File: src/rtl/rcon_sequencer_pkg.sv
// Shared definitions for the AES-128 round-constant sequencer:
// FSM state encoding, AES reduction constant, default constants, round width
// and the forward/inverse xtime helpers.
package rcon_sequencer_pkg;

  typedef enum logic {
    ST_IDLE = 1'b0,
    ST_RUN  = 1'b1
  } state_t;

  localparam logic [7:0] AES_POLY      = 8'h1b;
  localparam logic [7:0] RCON_INIT_DEF = 8'h01;
  localparam logic [7:0] RCON_LAST_DEF = 8'h36;
  localparam int         ROUND_W       = 4;

  // Multiply by x in GF(2^8) modulo the AES polynomial.
  function automatic logic [7:0] xtime(input logic [7:0] r);
    return {r[6:0], 1'b0} ^ (r[7] ? AES_POLY : 8'h00);
  endfunction

  // Divide by x in GF(2^8): undoes xtime, used to walk the constants backwards.
  function automatic logic [7:0] inv_xtime(input logic [7:0] r);
    return r[0] ? (((r ^ AES_POLY) >> 1) | 8'h80) : (r >> 1);
  endfunction

endpackage

File: src/rtl/rcon_step.sv
// Combinational next-constant generator for the round-constant sequencer.
// Optional macro RCON_INVERSE_EN adds the inv select and the inverse step.
module rcon_step
  import rcon_sequencer_pkg::*;
(
  input  logic [7:0] din,
`ifdef RCON_INVERSE_EN
  input  logic       inv,
`endif
  output logic [7:0] dout
);

  // Select forward (or, when built in, inverse) step of the current constant.
  always_comb begin
    dout = 8'h00;
`ifdef RCON_INVERSE_EN
    if (inv) begin
      dout = inv_xtime(din);
    end else begin
      dout = xtime(din);
    end
`else
    dout = xtime(din);
`endif
  end

endmodule

File: src/rtl/rcon_sequencer.sv
// AES-128 key-schedule round-constant sequencer: emits NROUNDS constants,
// one per accepted handshake, then pulses done for one cycle.
// Optional macro RCON_INVERSE_EN adds the inv port to run the sequence backwards.
module rcon_sequencer
  import rcon_sequencer_pkg::*;
#(
  parameter int         NROUNDS   = 10,
  parameter logic [7:0] RCON_INIT = RCON_INIT_DEF,
  parameter logic [7:0] RCON_LAST = RCON_LAST_DEF
) (
  input  logic               clk,
  input  logic               rst,
  input  logic               start,
`ifdef RCON_INVERSE_EN
  input  logic               inv,
`endif
  output logic               busy,
  output logic               out_valid,
  input  logic               out_ready,
  output logic [7:0]         rcon,
  output logic [ROUND_W-1:0] round,
  output logic               last,
  output logic               done
);

  localparam logic [ROUND_W-1:0] LAST_ROUND = ROUND_W'(NROUNDS - 1);

  state_t     state;
  logic       start_inv;
  logic [7:0] start_val;
  logic [7:0] rcon_next;

`ifdef RCON_INVERSE_EN
  logic inv_q;

  assign start_inv = inv;

  rcon_step u_step (
    .din  (rcon),
    .inv  (inv_q),
    .dout (rcon_next)
  );
`else
  // Direction is fixed forward in this build; the inverse start value is never chosen.
  assign start_inv = 1'b0;

  rcon_step u_step (
    .din  (rcon),
    .dout (rcon_next)
  );
`endif

  // First constant of a run depends on the direction sampled with start.
  always_comb begin
    if (start_inv) begin
      start_val = RCON_LAST;
    end else begin
      start_val = RCON_INIT;
    end
  end

  // Sequencer FSM with registered outputs; rcon is forced to zero while idle.
  always_ff @(posedge clk or posedge rst) begin
    if (rst) begin
      state     <= ST_IDLE;
      busy      <= 1'b0;
      out_valid <= 1'b0;
      rcon      <= 8'h00;
      round     <= '0;
      last      <= 1'b0;
      done      <= 1'b0;
`ifdef RCON_INVERSE_EN
      inv_q     <= 1'b0;
`endif
    end else begin
      done <= 1'b0;
      case (state)
        ST_IDLE: begin
          if (start) begin
            state     <= ST_RUN;
            busy      <= 1'b1;
            out_valid <= 1'b1;
            rcon      <= start_val;
            round     <= '0;
            last      <= (LAST_ROUND == '0);
`ifdef RCON_INVERSE_EN
            inv_q     <= inv;
`endif
          end
        end
        ST_RUN: begin
          if (out_valid && out_ready) begin
            if (round == LAST_ROUND) begin
              state     <= ST_IDLE;
              busy      <= 1'b0;
              out_valid <= 1'b0;
              rcon      <= 8'h00;
              round     <= '0;
              last      <= 1'b0;
              done      <= 1'b1;
            end else begin
              rcon  <= rcon_next;
              round <= round + ROUND_W'(1);
              last  <= ((round + ROUND_W'(1)) == LAST_ROUND);
            end
          end
        end
        default: begin
          state     <= ST_IDLE;
          busy      <= 1'b0;
          out_valid <= 1'b0;
          rcon      <= 8'h00;
          round     <= '0;
          last      <= 1'b0;
        end
      endcase
    end
  end

endmodule
File: config.mk
export PLATFORM = sky130hd
export DESIGN_NAME = rcon_sequencer
export DESIGN_NICKNAME = d
export VERILOG_FILES = /design/src/rtl/rcon_sequencer_pkg.sv /design/src/rtl/rcon_step.sv /design/src/rtl/rcon_sequencer.sv
export SDC_FILE = /design/constraint.sdc
export NUM_CORES = 1
export LEC_CHECK = 0
export BUFFER_PORTS_ARGS = -buffer_cell sky130_fd_sc_hd__buf_2
export CORE_MARGIN = 2
export CORE_UTILIZATION = 50
export CTS_BUF_LIST = sky130_fd_sc_hd__clkbuf_8
export CTS_CLUSTER_SIZE = 20
export DETAILED_ROUTE_END_ITERATION = 8
export PLACE_DENSITY_LB_ADDON = 0.25
export SYNTH_ARGS = -nofsm -noshare
export SYNTH_HDL_FRONTEND = slang
export SYNTH_SLANG_ARGS = --single-unit
File: constraint.sdc
create_clock -name clk -period 1.4 [get_ports clk]
set_input_delay 0.21 -clock clk [delete_from_list [all_inputs] [get_ports clk]]
set_output_delay 0.21 -clock clk [all_outputs]
set_load 0.02 [all_outputs]
======== Yosys cells after proc, flatten, opt, wreduce, memory -nomap -nowiden ========
Cells that the tools add are included.
storage, ports and cells
  bits in registers ....................... 16
  word-level logic and storage cells ...... 41
  input port bits ......................... 4
  output and inout bits ................... 16
operators by class
  equal/unequal tests ..................... 5
  add/subtract/negate cells ............... 1
  muxes and demuxes ....................... 24
  bitwise gates (word level) .............. 2
  reductions and logical operators ........ 3
operators with widths
  kind                                                             number
  8-bit two-way mux                                                3
  8-bit one-hot mux with 2 select lines                            1
  1-bit two-way mux                                                12
  4-bit two-way mux                                                3
  4-bit equality test, second input constant                       2
  4-bit one-hot mux with 2 select lines                            1
  8-bit bitwise XOR                                                1
  1-bit one-hot mux with 2 select lines                            3
  5-bit two-way mux                                                1
  4-bit by 1-bit adder with 4-bit output, second input constant    1
  2-bit by 1-bit != test with 1-bit output, second input constant  2
  3-bit AND reduction                                              1
  2-bit != test, second input constant                             1
  2-bit AND reduction                                              1
  1-bit logical AND                                                1
  1-bit NOT                                                        1

======== Longest topological paths before layout ========
Gate-level depths: netlist of the first run.
  word-level depth ........................ 5
  depth in mapped cells ................... 4
  mapped depth without buffers ............ 3

======== Cells and area by module ========
A second synthesis of the first run with hierarchy kept.
second synthesis, totals
  cell total of the unflattened synthesis .. 70
  area, all modules ....................... 800.8 um^2
modules (own cells, without submodules)
  module          cells an instance  area an instance (um^2)  times used  sequential area each (um^2)
  rcon_sequencer  62                 737.0                    1           400.4
  rcon_step       8                  63.8                     1           0.0

======== Worst setup path after synthesis of the first run ========
Ideal clock, no wire load.
  path type ............................... reg2reg
  start point ............................. register round[1]
  end point ............................... register rcon[2]
  setup time .............................. 0.121 ns
  path buffers ............................ 1
  setup slack ............................. 0.123 ns
  arrival time ............................ 1.156 ns
  cell stages (with the launch flop) ...... 5
  cells stage by stage .................... dfrtp_1 > buf_2 > and4bb_2 > nor2_2 > a22o_1
on the way
  word-level cells in the longest chain between the ends .. 4
RTL lines
  item                                   RTL line               RTL
  from (decl)                            rcon_sequencer.sv:21   output logic [ROUND_W-1:0] round,
  from (signal assigned)                 rcon_sequencer.sv:103  round <= round + ROUND_W'(1);
  4-bit equality test                    rcon_sequencer.sv:93   if (round == LAST_ROUND) begin
  8-bit two-way mux                      rcon_sequencer.sv:93
  8-bit two-way mux                      rcon_sequencer.sv:92   if (out_valid && out_ready) begin
  8-bit one-hot mux with 2 select lines  rcon_sequencer.sv:77   case (state)
  to (signal assigned)                   rcon_sequencer.sv:83   rcon <= start_val;
  to (signal assigned)                   rcon_sequencer.sv:102  rcon <= rcon_next;
  to (decl)                              rcon_sequencer.sv:20   output logic [7:0] rcon,
No other way between the ends. The select of a mux whose other input is x is not followed.
A chain may end at the register's enable or synchronous reset.

======== Final worst setup path of the first run ========
  start point ............................. register state
  end point ............................... register round[3]
on the way
  word-level cells in the longest chain between the ends .. 3
  elaborated cells on any way between the ends .. 5
RTL lines
  item                           RTL line              RTL
  from (decl)                    rcon_sequencer.sv:28  state_t state;
  from (signal assigned)         rcon_sequencer.sv:65  state <= ST_IDLE;
  from (signal assigned)         rcon_sequencer.sv:80  state <= ST_RUN;
  from (signal assigned)         rcon_sequencer.sv:94  state <= ST_IDLE;
  1-bit NOT                      n/a
  2-bit != test (no line)        n/a
  2-bit AND reduction (no line)  n/a
Parallel ways exist; a longest one is shown, timed or not.

==> reports/metrics.yaml, run 1 <==
run_status: "completed"
post_cts_buffers: 0
slew_headroom_pct: 60.2
synth_top_area_cell: "dfrtp_1"
synth_cells: 65
hold_path_class: "in2async"
syn_area_um2: 758
finalCritPeriodShare_pct: 92.9
cts_hold_buf: 0
fp.coreArea_mm2: 0.00147
syn-num-nets: 69
die-area_mm2: 0.00184
grt_max_degree: 17
cts_root_buf: "clkbuf_8"
leakagePower_nw: 0.454
synth_edf_count: 0
synth_flop_cell: "dfrtp_1"
multiInputGateArea_um2: 323
cp_max_fo: 7
drt-wirelength-per-cell_um: 14.4
slew_viol_final: 0
cts_tree: "yes"
vias: 589
netlist.area_leader.share_pct: 52.8
antenna_found_initial: 0
synth-warning-count: 0
cts_buffer_depth: 2
cts_max_level: 1
crit_type: "reg2reg"
cap_violations: 0
totalPowerFinal_w: 0.00227
final_antenna_net_count: 0
cts_buffers: 3
final.min_clock_period_ns: 1.30
register_area_um2: 400
hold_violations: 0
rr_worst_depth: 4
tns_ns: 0
async_reset_ff_share_pct: 100
dp_hpwl_mm: 1.10
io_buffer_count: 19
die_y_um: 42.9
area_growth_pct: 21.3
setup_violations: 0
dr.pass1.iters: 4
synth_commonest_cells: "dfrtp_1, a22o_1"
initial_core_util_pct: 51.5
tightest_slew_ns: 0.597
yosysUniqueCellTypes: 27
critPathLaunchType: "register"
worstSetupStartpoint: "state"
end_kind: "register"
layout.nets: 91
core.rowCount: 14
fin_util_pct: 62.5
via_per_inst: 5.77
ios: 20
drc: 0
final.fill_count: 135
max_stage_delay_ns: 0.45
clk_pin_slew_worst_paths_ns: 0.06
drive_gt1_share_pct: 36.0
required_ns: 1.53
drtIter0Drc: 13
fin_skew_ns: 0.00529
r2r_end: "round[3]"
syn_avg_cell_area_um2: 11.7
overflow: 0
fp.dieW_um: 42.9
grt_pass1_vias: 574
n_antenna_cell: 0
worstReg2RegStart: "state"
max_freq_ghz: 0.769
gp_congestion: 0.698
slowest_stage: "dfrtp_1"
p_per_area_mw_per_mm2: 2470
synth_seq_cells: 16
grt_pass1_wl_mm: 2.51
insertion_delay_ns: 0.24
grt_use_total_pct: 18.3
irDropWorstVdd_uv: 1370
cts_resized: 0
cts_num_sinks: 16
seq_area_frac_synth_pct: 52.8
path_cells: "buf_4 > nand2b_1 > a211oi_1 > a211o_1"
routed_wirelength_mm: 1.47
cp.arrival_ns: 1.43
rsz0062_at_grt: "false"
r2r_slack_ns: 0.1
synthTopCellsByArea: "dfrtp_1, a22o_1, xor2_1, nand3_4, nand4b_1"
synth_most_common_cell: "dfrtp_1"
[cells in the final DEF (no fill, tap or decap), types with 2 or more instances in the layout]
master	synthesis	routed
buf_2	2	19
dfrtp_1	16	16
a22o_1	7	7
clkbuf_8	0	4
inv_1	3	3
o21ai_0	3	3
xor2_1	3	3
nand2_1	3	3
nand3_1	3	3
o21a_1	2	2
nand2b_1	2	2
nand4b_1	2	2
nand3b_1	2	2
o211ai_1	2	2
buf_4	1	2
[layout make-up]
class / instances / area share (%)
Sequential cell: 16 / 43.5
Inverter: 3 / 1.22
Clock buffer: 4 / 5.99
Timing Repair Buffer: 21 / 12.0
Multi-Input combinational cell: 42 / 35.1
Tap cell: 16 / 2.18
[critical path: cells and delay by family (launching register included)]
kind / cells / cell delay [ns]
DFF: 1 / 0.45
AOI/OAI and AO/OA: 2 / 0.36
and+or+nand+nor: 1 / 0.19
buffers and inverters: 1 / 0.19
[kinds of logic after synthesis]
logic type | count (synthesis) | share of synthesized area, %
compound gates | 19 | 19.1
xor+xnor | 3 | 3.47
buf+inv | 7 | 5.28
flops | 16 | 52.8
simple gates | 20 | 19.3
[registers in the layout (all words and copies together), names as in the netlist]
signal,count
done,1
state,1
rcon,8
round,4
last,1
out_valid,1
[report_power, final]
group / switching, W / internal (W) / total (W)
Sequential: 0.000219 / 0.000639 / 0.000859
Clock: 0.000147 / 0.000249 / 0.000396
Combinational: 0.000578 / 0.000438 / 0.00102
[metal layers]
layer / vias up / global-route usage (%) / share of wire (%)
li1: 282 / - / -
met1: 291 / 25.5 / 46
met2: 14 / 27.9 / 49
met3: 2 / 3.83 / 3.3
met4: 0 / 7.27 / 1.2
met5: - / 0 / 0
[stage by stage]
step	hold WS [ns]	instances	setup WS (ns)	instance area, um2
floorplan	0.124	65	0.123	758
global placement	0.304	98	0.135	860
detailed placement	0.303	98	0.0819	860
CTS	0.0439	102	0.0692	915
global route	0.0956	102	0.0274	920
finish	0.0232	102	0.0997	920
[how the worst max path moves through the flow]
| stage | end | slack [ns] | cells after the start |
|---|---|---|---|
| final | round[3] | 0.1 | 4 |
| after global routing | round[3] | 0.03 | 4 |
| after CTS | rcon[2] | 0.07 | 3 |
| after detailed placement | round[1] | 0.08 | 3 |
| after global placement | round[1] | 0.14 | 3 |
| after floorplan | rcon[2] | 0.12 | 4 |
(Power assumes the default switching activity.)
==> inputs of run 2 (changes only) <==
--- a/config.mk
+++ b/config.mk
@@ -5,7 +5,7 @@
 export SDC_FILE = /design/constraint.sdc
 export NUM_CORES = 1
 export LEC_CHECK = 0
-export BUFFER_PORTS_ARGS = -buffer_cell sky130_fd_sc_hd__buf_2
+export BUFFER_PORTS_ARGS = -buffer_cell sky130_fd_sc_hd__buf_4
 export CORE_MARGIN = 2
 export CORE_UTILIZATION = 50
 export CTS_BUF_LIST = sky130_fd_sc_hd__clkbuf_8
==> constraint.sdc (replaced) <==
create_clock -name clk -period 1.4 [get_ports clk]
set_input_delay 0.07 -clock clk [delete_from_list [all_inputs] [get_ports clk]]
set_output_delay 0.07 -clock clk [all_outputs]
set_load 0.02 [all_outputs]
==> run 2 against run 1 <==
Net effect: final cell count is 2.0% higher; clock power rose by 4%; global-route usage increased by 1.7 points; largest power group unchanged.
==> reports/metrics.yaml, run 2 (same netlist as run 1, synthesis figures left out) <==
max_stage_delay_ns: 0.44  # about the same
die-area_mm2: 0.00184  # unchanged
max_freq_ghz: 0.766  # -0.40%
worstSetupEndpoint: "rcon[1]"
grt_pass1_vias: 577  # +0.52%
place_area_um2: 915  # +6.4%
irDropWorstVdd_uv: 1420  # +3.7%
final.fill_count: 126  # -6.7%
p_per_area_mw_per_mm2: 2470  # about the same
final_cell_area_um2: 980  # +6.5%
path_cells: "and2b_2 > nor2_2 > a22o_1"
rsz0062_at_grt: "false"
gp_congestion: 0.738  # +5.7%
final_common_cell: "buf_4"
layout.nets: 93  # +2.2%
end_kind: "register"
routed_wirelength_mm: 1.54  # +4.5%
crit_type: "reg2reg"
slew_headroom_pct: 60.3  # +0.13 points
fp.dieW_um: 42.9  # unchanged
routed-wl-met3_um: 83  # +73%
cts_root_buf: "clkbuf_8"
required_ns: 1.59  # +0.06 ns
critPathLaunchType: "register"
dp_hpwl_mm: 1.14  # +3.6%
highest_layer: "met4"
worst-path-buf-inv: 0  # -1
setup_violations: 0  # unchanged
largest_reg_flops: 8  # unchanged
largest_register: "rcon"
wl_met1_um: 693  # +1.9%
die_y_um: 42.9  # unchanged
cts_num_sinks: 16  # unchanged
tightest_slew_ns: 0.595  # -0.00202 ns
hold_violations: 0  # unchanged
grt_max_degree: 17  # unchanged
slowest_stage: "dfrtp_1"
ios: 20  # unchanged
slew_viol_final: 0  # unchanged
io_buffer_count: 19  # unchanged
path_depth: 3  # -1
worstReg2RegStart: "state"
insertion_delay_ns: 0.25  # about the same
crit_family: "simple AND/OR/NAND/NOR gates"
rr_worst_depth: 3  # -1
r2r_end: "rcon[1]"
finalCritPeriodShare_pct: 93.2  # +0.37 points
grt_pass1_wl_mm: 2.64  # +5.2%
cp_max_fo: 9  # +2
initial_core_util_pct: 51.5  # unchanged
area_growth_pct: 29.2
cts_max_level: 1  # unchanged
via_per_inst: 5.66  # -1.9%
final.min_clock_period_ns: 1.31  # +0.00516 ns
tns_ns: 0  # unchanged
final_antenna_net_count: 0  # unchanged
post_cts_buffers: 0  # unchanged
r2r_slack_ns: 0.09  # about the same
drive_gt1_share_pct: 36.4  # +0.32 points
leakagePower_nw: 0.472  # +4.1%
hold_path_class: "in2reg"
antenna_found_initial: 0  # unchanged
cts_buffers: 3  # unchanged
core.rowCount: 14  # unchanged
cap_violations: 0  # unchanged
n_antenna_cell: 0  # unchanged
fin_skew_ns: 0.00504  # -0.000256 ns
drc: 0  # unchanged
cp.arrival_ns: 1.49  # +0.06 ns
final_cell_mix: "buf_4, dfrtp_1, a22o_1, clkbuf_8"
dr.pass1.iters: 4  # unchanged
vias: 589  # unchanged
cts_buffer_depth: 2  # unchanged
cts_tree: "yes"
drt-wirelength-per-cell_um: 14.8  # +2.5%
overflow: 0  # unchanged
fp.coreArea_mm2: 0.00147  # unchanged
run_status: "completed"
clk_pin_slew_worst_paths_ns: 0.07  # about the same
grt_use_total_pct: 20.0  # +1.7 points
worstSetupStartpoint: "state"
wl_met2_um: 722  # -0.28%
drtIter0Drc: 14  # +1
reg_top3: "rcon x8, round x4"
==> run 2: cell types whose count changed in the layout (fill, tap and decap cells not counted), sizes merged <==
| cell | delta |
|---|---|
| dlygate4sd3 | +1 |
| buf | +1 |
==> run 2: area by class of cell <==
class,instances,area (um2),area share (%)
sequential,16,400,40.9
multi-input combinational,42,318,32.4
clock buffer,4,55.1,5.62
tap,16,20.0,2.04
timing repair buffer,23,175,17.9
inverter,3,11.3,1.15
==> run 2: worst min-delay path by stage <==
stage	slack, ns	startpoint	depth (start not counted)	end
final	0.04	start	2	state
after global routing	0.04	start	2	state
after CTS	0.04	start	2	state
after detailed placement	0.17	rst	2	rcon[6]
after global placement	0.17	rst	2	rcon[7]
after floorplan	-0.02	rst	1	done
==> run 2: per-stage QoR <==
stage / hold slack (ns) / utilization, % / total power, W / setup WS [ns] / instances
global route: 0.0379 / 66.6 / 0.00259 / 0.0100 / 104
CTS: 0.0374 / 66.6 / 0.00244 / 0.0900 / 104
detailed placement: 0.169 / 62.2 / 0.00202 / 0.0981 / 99
finish: 0.0421 / 66.6 / 0.00242 / 0.0945 / 104
global placement: 0.173 / 62.2 / 0.00198 / 0.151 / 99
floorplan: -0.0163 / - / 0.00159 / 0.123 / 65
==> run 2: timing repair <==
action,in CTS,in global routing
gates resized for setup,0,0
endpoints found under the setup margin,0,0
hold buffers,1,0
endpoints found under the hold margin,16,0
==> run 2: report_power, final <==
part	switching, W	internal, W
logic	0.000600	0.000552
registers	0.000215	0.000639
clock network	0.000162	0.000250
==> run 2: layer usage <==
metal | up-vias | track usage (%)
met1 | 272 | 26.3
li1 | 285 | -
met4 | 0 | 10.9
met5 | - | 0
met2 | 28 | 30.6
met3 | 4 | 4.26
==> inputs of run 3 (changes only) <==
--- a/config.mk
+++ b/config.mk
@@ -6,7 +6,7 @@
 export NUM_CORES = 1
 export LEC_CHECK = 0
 export BUFFER_PORTS_ARGS = -buffer_cell sky130_fd_sc_hd__buf_4
-export CORE_MARGIN = 2
+export CORE_MARGIN = 3
 export CORE_UTILIZATION = 50
 export CTS_BUF_LIST = sky130_fd_sc_hd__clkbuf_8
 export CTS_CLUSTER_SIZE = 20
==> run 3 against run 2 <==
Net effect: sequential power shrank 1%; global-route usage shrank 0.22 points; non-clock buffer count is the same; total power grew 1.6%; highest routed layer unchanged; clock-buffer cell count is the same; largest cell class unchanged; clock skew shrank 0.00054 ns; critical path type unchanged.
==> reports/metrics.yaml, run 3 (same netlist as run 1, synthesis figures left out) <==
p_int_w: 0.00145  # +0.35%
cts_max_level: 1  # unchanged
place_area_um2: 913  # -0.14%
final.min_clock_period_ns: 1.27  # -0.0345 ns
grt_max_degree: 17  # unchanged
rsz0062_at_grt: "false"
fin_skew_ns: 0.00449  # -0.000545 ns
grt_pass1_vias: 578  # +0.17%
io_buffer_count: 19  # unchanged
drive_gt1_share_pct: 36.4  # unchanged
p_seq_share_pct: 34.4  # -0.9 points
grt_pass1_wl_mm: 2.81  # +6.3%
grt_use_total_pct: 19.8  # -0.22 points
slew_headroom_pct: 59.0  # -1.3 points
n_antenna_cell: 0  # unchanged
cts_tree: "yes"
cp_max_fo: 7  # -2
max_stage_delay_ns: 0.45  # about the same
final_cell_mix: "buf_4, dfrtp_1, a22o_1, clkbuf_8"
p_sw_w: 0.00101  # +3.4%
dr.pass1.iters: 4  # unchanged
p_comb_share_pct: 48.5  # +0.9 points
fp.dieW_um: 44.9  # +4.7%
max_freq_ghz: 0.787  # +2.7%
holdWs_ns: 0.0354  # -0.00677 ns
p_per_area_mw_per_mm2: 2500  # +1.2%
antenna_found_initial: 0  # unchanged
cp.arrival_ns: 1.46  # -0.03 ns
largest_reg_flops: 8  # unchanged
wl_met1_um: 723  # +4.3%
initial_core_util_pct: 55.5  # +4.0 points
cts_buffer_depth: 2  # unchanged
hold_violations: 0  # unchanged
highest_layer: "met4"
run_status: "completed"
drt-wirelength-per-cell_um: 16.0  # +8.3%
end_kind: "register"
core.rowCount: 13  # -1
final_common_cell: "buf_4"
final_antenna_net_count: 0  # unchanged
r2r_slack_ns: 0.13  # +0.03 ns
clkPwrFrac_pct: 17.2  # +0.2 points
area_growth_pct: 29.7
slew_viol_final: 0  # unchanged
cts_buffers: 3  # unchanged
hold_path_class: "in2reg"
worst-path-buf-inv: 0  # unchanged
tightest_slew_ns: 0.615  # +0.0199 ns
ios: 20  # unchanged
via_per_inst: 5.98  # +5.6%
largest_register: "rcon"
die-area_mm2: 0.00202  # +9.5%
dp_hpwl_mm: 1.07  # -5.9%
swShare_pct: 41.1  # +0.71 points
cts_num_sinks: 16  # unchanged
finalCritPeriodShare_pct: 90.8  # -2.5 points
overflow: 0  # unchanged
vias: 616  # +4.6%
cap_violations: 0  # unchanged
slowest_stage: "dfrtp_1"
wl_met2_um: 790  # +9.4%
critPathLaunchType: "register"
drc: 0  # unchanged
tns_ns: 0  # unchanged
routed-wl-met3_um: 93  # +12%
final_cell_area_um2: 983  # +0.38%
path_cells: "and4bb_2 > nor2_2 > a22o_1"
gp_congestion: 0.764  # +3.5%
leakagePower_nw: 0.474  # +0.36%
crit_type: "reg2reg"
irDropWorstVdd_uv: 1390  # -2.1%
layout.nets: 93  # unchanged
required_ns: 1.58  # about the same
cts_root_buf: "clkbuf_8"
reg_top3: "rcon x8, round x4"
die_y_um: 44.9  # +4.7%
insertion_delay_ns: 0.26  # about the same
setup_violations: 0  # unchanged
crit_family: "simple AND/OR/NAND/NOR gates"
drtIter0Drc: 17  # +3
clk_pin_slew_worst_paths_ns: 0.07  # about the same
routed_wirelength_mm: 1.65  # +7.2%
fp.coreArea_mm2: 0.00137  # -7.1%
## run 3: what timing repair did
action,in CTS,in global routing
hold buffers,1,0
setup endpoints to repair,0,4
buffers inserted,0,0
endpoints found under the hold margin,16,0
gates resized for setup,0,1
## run 3: stage by stage
| step | power [W] | setup WS, ns | util, % | instances |
|---|---|---|---|---|
| after floorplan | 0.00159 | 0.123 | - | 65 |
| after global placement | 0.00198 | 0.135 | 66.8 | 98 |
| after detailed placement | 0.00201 | 0.0996 | 66.8 | 98 |
| after CTS | 0.00245 | 0.0595 | 71.6 | 103 |
| after global routing | 0.00261 | 0.0586 | 72.0 | 103 |
| final | 0.00246 | 0.129 | 72.0 | 103 |
## run 3: power groups by stage
stage / clock network, W / registers [W] / logic [W]
floorplan: 0 / 0.00100 / 0.000590
global placement: 0 / 0.000842 / 0.00114
detailed placement: 0 / 0.000848 / 0.00116
CTS: 0.000420 / 0.000846 / 0.00119
global route: 0.000450 / 0.000875 / 0.00128
finish: 0.000421 / 0.000845 / 0.00119
## run 3: metal layers
layer / global-route usage, % / up-vias
li1: - / 286
met1: 27.1 / 298
met2: 29.7 / 27
met3: 3.59 / 5
met4: 10.5 / 0
met5: 0 / -
## run 3: final cells by class
cell class	count	area (um2)
Multi-Input combinational cell	42	323
Inverter	3	11.3
Clock buffer	4	55.1
Fill cell	105	383
Timing Repair Buffer	23	175
Tap cell	15	18.8
Sequential cell	16	400
## run 3: worst paths after layout
| kind | startpoint | endpoint | depth (start not counted) |
|---|---|---|---|
| max | round[3] | rcon[3] | 3 |
| min | start | state | 2 |
| max reg2reg | round[3] | rcon[3] | 3 |
| min reg2reg | last | last | 2 |
| max in group asynchronous | rst | rcon[7] | 3 |
| min in group asynchronous | rst | round[3] | 3 |
